===== src/rtl/ahb2wb.sv =====
// ahb2wb: AHB-Lite slave to Wishbone classic master bridge.
// Each accepted NONSEQ/SEQ transfer becomes one Wishbone single cycle.
// Wishbone ack_i drives AHB hready during the data phase.
// Optional build macro: HSIZE_CHECK_EN. When it is defined, a non-word hsize
// produces a two-cycle AHB ERROR response and no Wishbone cycle.
module ahb2wb #(
  parameter int AWIDTH = 16,
  parameter int DWIDTH = 32
) (
  input  logic              hclk,
  input  logic              hresetn,
  input  logic              hsel,
  input  logic [AWIDTH-1:0] haddr,
  input  logic              hwrite,
  input  logic [1:0]        htrans,
  input  logic [2:0]        hsize,
  input  logic [2:0]        hburst,
  input  logic [DWIDTH-1:0] hwdata,
  output logic [DWIDTH-1:0] hrdata,
  output logic              hready,
  output logic [1:0]        hresp,
  output logic              clk_i,
  output logic              rst_i,
  output logic [AWIDTH-1:0] adr_o,
  output logic [DWIDTH-1:0] dat_o,
  input  logic [DWIDTH-1:0] dat_i,
  output logic              we_o,
  output logic              cyc_o,
  output logic              stb_o,
  input  logic              ack_i
);

  // state  | meaning
  // S_IDLE | no Wishbone cycle in progress, hready high
  // S_DATA | AHB data phase, Wishbone cycle running, hready follows ack_i
  // S_ERR1 | first ERROR cycle (hready low, hresp ERROR)
  // S_ERR2 | second ERROR cycle (hready high, hresp ERROR)
  typedef enum logic [1:0] {
    S_IDLE = 2'd0,
    S_DATA = 2'd1,
    S_ERR1 = 2'd2,
    S_ERR2 = 2'd3
  } state_t;

  state_t            state;
  logic              cyc_q;
  logic [DWIDTH-1:0] hrdata_q;
  logic              in_data;
  logic              accept;
  logic              size_ok;

  assign clk_i   = hclk;
  assign rst_i   = ~hresetn;
  assign in_data = (state == S_DATA);
  assign accept  = hsel & hready & htrans[1];

`ifdef HSIZE_CHECK_EN
  assign size_ok = (hsize == 3'b010);
  logic unused_ok;
  assign unused_ok = ^{hburst, htrans[0]};
`else
  // Without the size check every accepted transfer is treated as a word.
  assign size_ok = 1'b1;
  logic unused_ok;
  assign unused_ok = ^{hburst, htrans[0], hsize};
`endif

  // AHB handshake: wait states come straight from the Wishbone ack.
  always_comb begin
    hready = 1'b1;
    hresp  = 2'b00;
    case (state)
      S_DATA:  hready = ack_i;
      S_ERR1:  begin hready = 1'b0; hresp = 2'b01; end
      S_ERR2:  begin hready = 1'b1; hresp = 2'b01; end
      default: hready = 1'b1;
    endcase
  end

  // Data steering: write data passes through only during a write data phase,
  // read data passes through during a read data phase and is held otherwise.
  always_comb begin
    dat_o  = (in_data && we_o) ? hwdata : '0;
    hrdata = (in_data && !we_o) ? dat_i : hrdata_q;
  end

  assign cyc_o = cyc_q;
  assign stb_o = cyc_q;

  // Bridge FSM with registered Wishbone address/control.
  always_ff @(posedge hclk or negedge hresetn) begin
    if (!hresetn) begin
      state    <= S_IDLE;
      cyc_q    <= 1'b0;
      adr_o    <= '0;
      we_o     <= 1'b0;
      hrdata_q <= '0;
    end else begin
      if (in_data && ack_i && !we_o)
        hrdata_q <= dat_i;
      if (state == S_ERR1) begin
        state <= S_ERR2;
        cyc_q <= 1'b0;
      end else if (in_data && !ack_i) begin
        // Wait state: everything on the Wishbone side holds.
        state <= S_DATA;
      end else if (accept && size_ok) begin
        // Covers both a fresh cycle and a back-to-back pipelined address.
        adr_o <= haddr;
        we_o  <= hwrite;
        state <= S_DATA;
        cyc_q <= 1'b1;
      end else if (accept) begin
        state <= S_ERR1;
        cyc_q <= 1'b0;
      end else begin
        state <= S_IDLE;
        cyc_q <= 1'b0;
      end
    end
  end

endmodule


===== config.mk =====
export PLATFORM = sky130hd
export DESIGN_NAME = ahb2wb
export DESIGN_NICKNAME = d
export VERILOG_FILES = /design/src/rtl/ahb2wb.sv
export SDC_FILE = /design/constraint.sdc
export NUM_CORES = 1
export LEC_CHECK = 0
export CAP_MARGIN = 10
export CORE_UTILIZATION = 39
export CTS_BUF_LIST = sky130_fd_sc_hd__clkbuf_2
export CTS_CLUSTER_DIAMETER = 80
export DETAILED_ROUTE_END_ITERATION = 7
export PLACE_DENSITY = 0.85
export RECOVER_POWER = 100
export SLEW_MARGIN = 20
export SYNTH_ARGS = -nofsm -noshare
export SYNTH_HDL_FRONTEND = slang
export SYNTH_SLANG_ARGS = --single-unit

===== constraint.sdc =====
create_clock -name hclk -period 3.1 [get_ports hclk]
set_input_delay 0.465 -clock hclk [delete_from_list [all_inputs] [get_ports hclk]]
set_output_delay 0.465 -clock hclk [all_outputs]
set_load 0.03 [all_outputs]

### After elaboration in Yosys (flattened, before gate mapping)

Index checks and enable logic that the tools add are counted.
Widths: inputs -> output; s select.

| word-level totals | value |
|---|---|
| logic and storage cells | 33 |
| register bits after elaboration | 52 |

| cells by class | value |
|---|---|
| mux-type cells | 10 |
| bitwise gates (word level) | 5 |
| equal/unequal tests | 4 |
| reductions and logical operators | 9 |

Operators by type and width:

| operator | count |
|---|---|
| $mux 32 | 2 |
| $mux 1 | 6 |
| $logic_and 1x1->1 | 5 |
| $eq 2x2->1 const B | 2 |
| $not 1->1 | 3 |
| $reduce_and 3->1 | 1 |
| $and 1x1->1 | 2 |
| $eq 2x1->1 const B | 1 |
| $logic_not 1->1 | 2 |
| $mux 2 | 1 |
| $ne 2x2->1 const B | 1 |
| $pmux 1 s2 | 1 |
| $reduce_or 2->1 | 1 |

### Longest topological paths before layout

Gate-level depths: netlist (run 1).

| depth | value |
|---|---|
| word-level depth | 7 |
| gate-level depth with buffers | 5 |

==> metrics.md, run 1 <==
| Metric | Value |
|---|---|
| Run status | `complete, but fails checks` |
| Failing checks | `design-rule violations` |
| Final wirelength | `7.03 mm` |
| Max-slew violations | `0` |
| Post-Synthesis Cells | `192` |
| RSZ-0062 raised after global routing | `false` |
| Footprint of the multi-input gates | `0.00119 mm²` |
| Num rows | `29` |
| Startpoint types | `register` |
| YS warnings | `0` |
| Worst Hold Class | `input port to asynchronous set/reset pin` |
| Met1 wire length | `2.73 mm` |
| GPL Wtd Cong | `0.840` |
| F_max | `0.339 GHz` |
| Drt first pass iters | `6` |
| Post-synth top area cell | `dfrtp_1` |
| Worst slew pin tran | `1.28 ns` |
| Final clock period utilization by the worst path | `95.3%` |
| Worst R2R Start | `we_o$_DFFE_PN0P_` |
| Setup TNS | `0 ns` |
| Post-synth top area share | `49.8%` |
| Worst slack at placement | `0.521 ns` |
| Overflow after GRT | `0` |
| Required time worst endpoint | `2.63 ns` |
| Non-Filler Instances | `442` |
| Yosys cell types | `17` |
| Final Worst Setup Slack | `0.146 ns` |
| Top cells by area, synth | `dfrtp_1 (50%), mux2_2 (18%), mux2_1 (17%)` |
| Gr usage total | `21.0%` |
| Met3 WL post-DR | `483 µm` |
| Die Wd | `83.8 µm` |
| Post-route ant nets | `0` |
| CTS tree | `done` |
| Count leader, synth | `dfrtp_1` |
| Vias in the first global route | `2253` |
| Number of port buffers | `172` |
| Setup Skew | `0.0253 ns` |
| Syn avg cell area | `13.6 µm²` |
| Placed Instances | `431` |
| Initial DRC Count | `55` |
| DR vias/cell | `4.74` |
| Die area | `0.00703 mm²` |
| Ratio of cells with drive above 1 in the final layout | `16.2%` |
| Post-Syn Area | `0.00261 mm²` |
| Ports | `181` |
| Hold-fix buffers, CTS | `0` |
| Final Hold Violating Endpoints | `0` |
| CP max FO | `33` |
| WL met2 | `3.74 mm` |
| Post-synthesis register bit count | `52` |
| Static Leak | `1.92 nW` |
| R2R setup slack | `0.85 ns` |
| Cell Pwr Density | `630 mW/mm²` |
| Worst slew margin | `14.8%` |
| Ys flop type | `dfrtp_1` |
| Drc violations | `14` |
| Layout area overhead | `69.3%` |
| Top layer in use | `met4` |
| Syn nets | `285` |
| VDD IR max | `0.481 mV` |
| Final setup violation count | `0` |
| DR vias | `2097` |
| Initial antenna violation count | `0` |
| Critical path type | `register to output port` |
| First-pass GRT wire length | `11.3 mm` |
| Fill cells | `499` |
| Initial core utilization | `40.7%` |
| # diodes | `0` |
| Placed Area | `0.00436 mm²` |
| FF+latch area | `0.00130 mm²` |
| Synth async-reset ratio | `100%` |
| Setup crit end kind | `output port` |
| Largest net degree at the start of global routing | `53` |
| Worst Reg-to-Reg Cells | `5` |
| Worst r2r dst | `hrdata_q[5]$_DFFE_PN0P_` |
| Min Tclk post-route | `2.95 ns` |
| Clk pin slew, worst setup/hold paths | `0.29 ns` |
| Core area | `0.00642 mm²` |
| # Max-Cap Violations | `0` |
| Critical Path AT | `2.49 ns` |
| Post-synth top cells | `dfrtp_1 (52), mux2_2 (42), mux2_1 (39)` |
| DR WL/cell | `15.9 µm` |
| Number of synthesized flops with an enable pin | `0` |
| Register area share after synthesis | `49.8%` |
| Final net count | `457` |
| Fin area | `0.00442 mm²` |
| Die H | `83.8 µm` |
| Hpwl dp | `5.39 mm` |
| Worst skew pair latency | `0.53 ns` |
[layout make-up]
cell class / count / share of cell area [%]
tap: 77 / 2.18
clock buffer: 9 / 1.13
inverter: 1 / 0.0849
clock inverter: 3 / 1.05
timing repair buffer: 176 / 39.2
multi-input combinational: 124 / 26.9
sequential: 52 / 29.4
[worst max path at each step]
stage                  startpoint          to  slack, ns  cells after the start
2_1_floorplan                hclk       clk_i       0.94                      1
3_3_place_gp                 hclk       clk_i       0.52                      1
3_5_place_dp                 hclk       clk_i       0.52                      1
4_1_cts        state[1]$_DFF_PN0_   hrdata[0]       0.04                      4
5_1_grt          we_o$_DFFE_PN0P_  hrdata[31]       0.01                      4
6_report         we_o$_DFFE_PN0P_  hrdata[25]       0.15                      4
[routing by layer]
layer  up-vias  track usage [%]
met1      1020             24.8
met3         9             7.32
met5         -                0
met4         0             6.27
met2        72             36.0
li1        996                -
[report_power, final]
part / switching [mW] / internal, mW / total (mW) / leakage (nW)
sequential: 0.0870 / 0.864 / 0.951 / 0.617
clock: 0.273 / 0.184 / 0.457 / 0.0615
combinational: 0.710 / 0.667 / 1.38 / 1.24
[cell families (layout without fill, tap and decap cells)]
| kind of cell | count (synthesis) | count (layout) | synth area share, % |
|---|---|---|---|
| other cells | 1 | 1 | 0.144 |
| simple gates | 41 | 41 | 10.6 |
| compound gates | 1 | 1 | 0.288 |
| mux | 81 | 81 | 34.9 |
| flops | 52 | 52 | 49.8 |
| buf+inv | 16 | 189 | 4.17 |
[cells in the final DEF, fill, tap and decap left out, types with 2 or more instances in the layout]
cell type,netlist,layout
and2_1,33,33
dlygate4sd3_1,0,55
nand2_1,2,2
clkbuf_1,4,3
dfrtp_1,52,52
clkbuf_2,0,10
mux2_2,42,42
clkdlybuf4s50_1,0,114
mux2_1,39,39
[stage by stage]
step / util [%] / hold slack, ns / total power [mW]
final: 68.8 / 0.263 / 2.79
after global routing: 68.8 / 0.347 / 2.93
after CTS: 69.3 / 0.00746 / 2.87
after detailed placement: 67.9 / 0.471 / 2.45
after global placement: 67.9 / 0.464 / 2.41
after floorplan: - / 0.169 / 1.83
[state kept, by name, summed over array words and instances (netlist names)]
signal,cells
hrdata_q,32
cyc_o,1
we_o,1
state,2
adr_o,16
[critical path: stages (launching register included)]
cell and delay (ns):
dfrtp_1 0.50, nor3b_4 0.24, buf_12 0.23, mux2_2 0.36, clkdlybuf4s50_1 0.60
[timing repair]
| item | CTS | global route |
|---|---|---|
| buffers inserted | 0 | 0 |
| setup endpoints to repair | 32 | 32 |
| pin swaps | 0 | 0 |
| gates resized for setup | 1 | 5 |
No activity file was read; power rests on OpenSTA's default activity.
==> run 2, diff against run 1 <==
--- a/config.mk
+++ b/config.mk
@@ -5,7 +5,6 @@
 export SDC_FILE = /design/constraint.sdc
 export NUM_CORES = 1
 export LEC_CHECK = 0
-export CAP_MARGIN = 10
 export CORE_UTILIZATION = 39
 export CTS_BUF_LIST = sky130_fd_sc_hd__clkbuf_2
 export CTS_CLUSTER_DIAMETER = 80
==> constraint.sdc (replaced) <==
create_clock -name hclk -period 3.5 [get_ports hclk]
set_input_delay 0.525 -clock hclk [delete_from_list [all_inputs] [get_ports hclk]]
set_output_delay 0.525 -clock hclk [all_outputs]
set_load 0.03 [all_outputs]
==> metrics.md, run 2 (synthesized netlist as in run 1, its figures left out) <==
| Metric | Value |
|---|---|
| Static Leak | `1.90 nW` |
| Clk pin slew, worst setup/hold paths | `0.26 ns` |
| Overflow after GRT | `0` |
| # Max-Cap Violations | `2` |
| Largest net degree at the start of global routing | `53` |
| Ratio of cells with drive above 1 in the final layout | `15.2%` |
| Min-Delay Endpoint | `adr_o[7]$_DFFE_PN0P_` |
| Placed Area | `0.00435 mm²` |
| Cell Pwr Density | `533 mW/mm²` |
| Failing checks | `design-rule violations, max-capacitance violations, max-slew violations` |
| Post_cts resized | `0` |
| DR vias | `2095` |
| Number of port buffers | `172` |
| Worst slew margin | `-82.6%` |
| Most common cell after layout, fill and taps aside | `dlygate4sd3_1` |
| Die Wd | `83.8 µm` |
| Vias in the first global route | `2232` |
| Startpoint types | `register` |
| Core area | `0.00642 mm²` |
| F_max | `0.305 GHz` |
| Drt first pass iters | `6` |
| Number of flip-flops in the largest register | `32` |
| Max-slew violations | `72` |
| Initial core utilization | `40.7%` |
| Final clock period utilization by the worst path | `93.8%` |
| CTS tree | `done` |
| R2R setup slack | `0.58 ns` |
| Post-CTS Setup Bufs | `0` |
| Hpwl dp | `5.39 mm` |
| Worst slew pin tran | `2.74 ns` |
| Hold wc startpoint | `adr_o[7]$_DFFE_PN0P_` |
| Worst-path cell chain | `nor3b_1 -> buf_4 -> mux2_2 -> dlygate4sd3_1` |
| Run status | `complete, but fails checks` |
| Gr usage total | `20.4%` |
| Worst R2R Start | `state[1]$_DFF_PN0_` |
| Final Worst Setup Slack | `0.217 ns` |
| # diodes | `0` |
| Worst r2r dst | `adr_o[3]$_DFFE_PN0P_` |
| Worst skew pair latency | `0.51 ns` |
| Final wirelength | `7.04 mm` |
| First-pass GRT wire length | `11.0 mm` |
| Max stage delay on crit path | `0.69 ns` |
| GPL Wtd Cong | `0.830` |
| Family with the most delay on the worst path | `buffers and inverters` |
| Slowest cell on the critical path | `dlygate4sd3_1` |
| Ports | `181` |
| Hold-fix buffers, CTS | `0` |
| Fin area | `0.00437 mm²` |
| Most flops, register | `hrdata_q` |
| Worst Hold Class | `register to register` |
| Final net count | `455` |
| Num rows | `29` |
| Placed Instances | `429` |
| Setup crit end kind | `output port` |
| Setup TNS | `0 ns` |
| Min Tclk post-route | `3.28 ns` |
| Post-route ant nets | `0` |
| RSZ-0062 raised after global routing | `false` |
| Required time worst endpoint | `2.97 ns` |
| Critical path type | `register to output port` |
| Drc violations | `13` |
| Setup Skew | `0.0192 ns` |
| Final setup violation count | `0` |
| Final Hold Violating Endpoints | `0` |
| VDD IR max | `0.405 mV` |
| Top Registers | `hrdata_q (32), adr_o (16), state (2)` |
| Worst Reg-to-Reg Cells | `3` |
| Layout area overhead | `67.3%` |
| Die H | `83.8 µm` |
| Worst slack at placement | `0.661 ns` |
| DR vias/cell | `4.76` |
| Die area | `0.00703 mm²` |
| Critical Path AT | `2.76 ns` |
| Commonest cells after routing, fill and taps aside | `dlygate4sd3_1 (87), clkdlybuf4s50_1 (84), dfrtp_1 (52)` |
| CP Launch Point | `we_o$_DFFE_PN0P_` |
| Non-Filler Instances | `440` |
| Initial DRC Count | `69` |
| Initial antenna violation count | `0` |
| DR WL/cell | `16.0 µm` |
| Worst path bufs/invs | `2` |
| CP max FO | `33` |
| Hold depth | `1` |
run 2: worst max path at each step:
stage / cells past startpoint / slack [ns] / endpoint
final: 4 / 0.22 / hrdata[20]
after global routing: 4 / 0.05 / hrdata[20]
after CTS: 3 / 0.21 / dat_o[11]
after detailed placement: 1 / 0.66 / clk_i
after global placement: 1 / 0.66 / clk_i
after floorplan: 1 / 1.08 / clk_i
run 2: layout make-up:
cell class                 count  area (µm²)
inverter                       1        3.75
fill                         472        2050
clock inverter                 2        11.3
tap                           77        96.3
sequential                    52        1300
timing repair buffer         174        1720
multi-input combinational    124        1180
clock buffer                  10        55.1
run 2: metrics by stage:
step,power (mW),util [%],hold slack (ns)
after global placement,2.13,67.7,0.464
after CTS,2.45,68.6,0.0874
final,2.33,68.0,0.509
after global routing,2.45,68.0,0.542
after detailed placement,2.17,67.7,0.471
after floorplan,1.62,-,0.229
run 2: per-layer routing:
layer | routed length, µm | global-route usage [%] | vias to the layer above
met5 | 0 | 0 | -
met4 | 133 | 8.31 | 0
met1 | 2830 | 23.4 | 1009
met2 | 3630 | 34.9 | 73
met3 | 444 | 6.92 | 14
li1 | - | - | 999
run 2: worst register-to-register path, stage by stage (launching register included):
cell	delay (ns)
dfrtp_1	0.47
and2b_1	0.20
nor3_1	1.70
mux2_2	0.46
run 2: report_power, final:
group          switching, mW  leakage (nW)  internal [mW]
logic                  0.627          1.24          0.546
registers             0.0760         0.617          0.766
clock network          0.225        0.0433         0.0880
total                  0.928          1.90           1.40
==> run 3, diff against run 2 <==
--- a/config.mk
+++ b/config.mk
@@ -5,6 +5,7 @@
 export SDC_FILE = /design/constraint.sdc
 export NUM_CORES = 1
 export LEC_CHECK = 0
+export ABC_AREA = 0
 export CORE_UTILIZATION = 39
 export CTS_BUF_LIST = sky130_fd_sc_hd__clkbuf_2
 export CTS_CLUSTER_DIAMETER = 80
==> results of run 3 <==
Same layout as run 2: the final DEF is identical, and so are final timing and power.
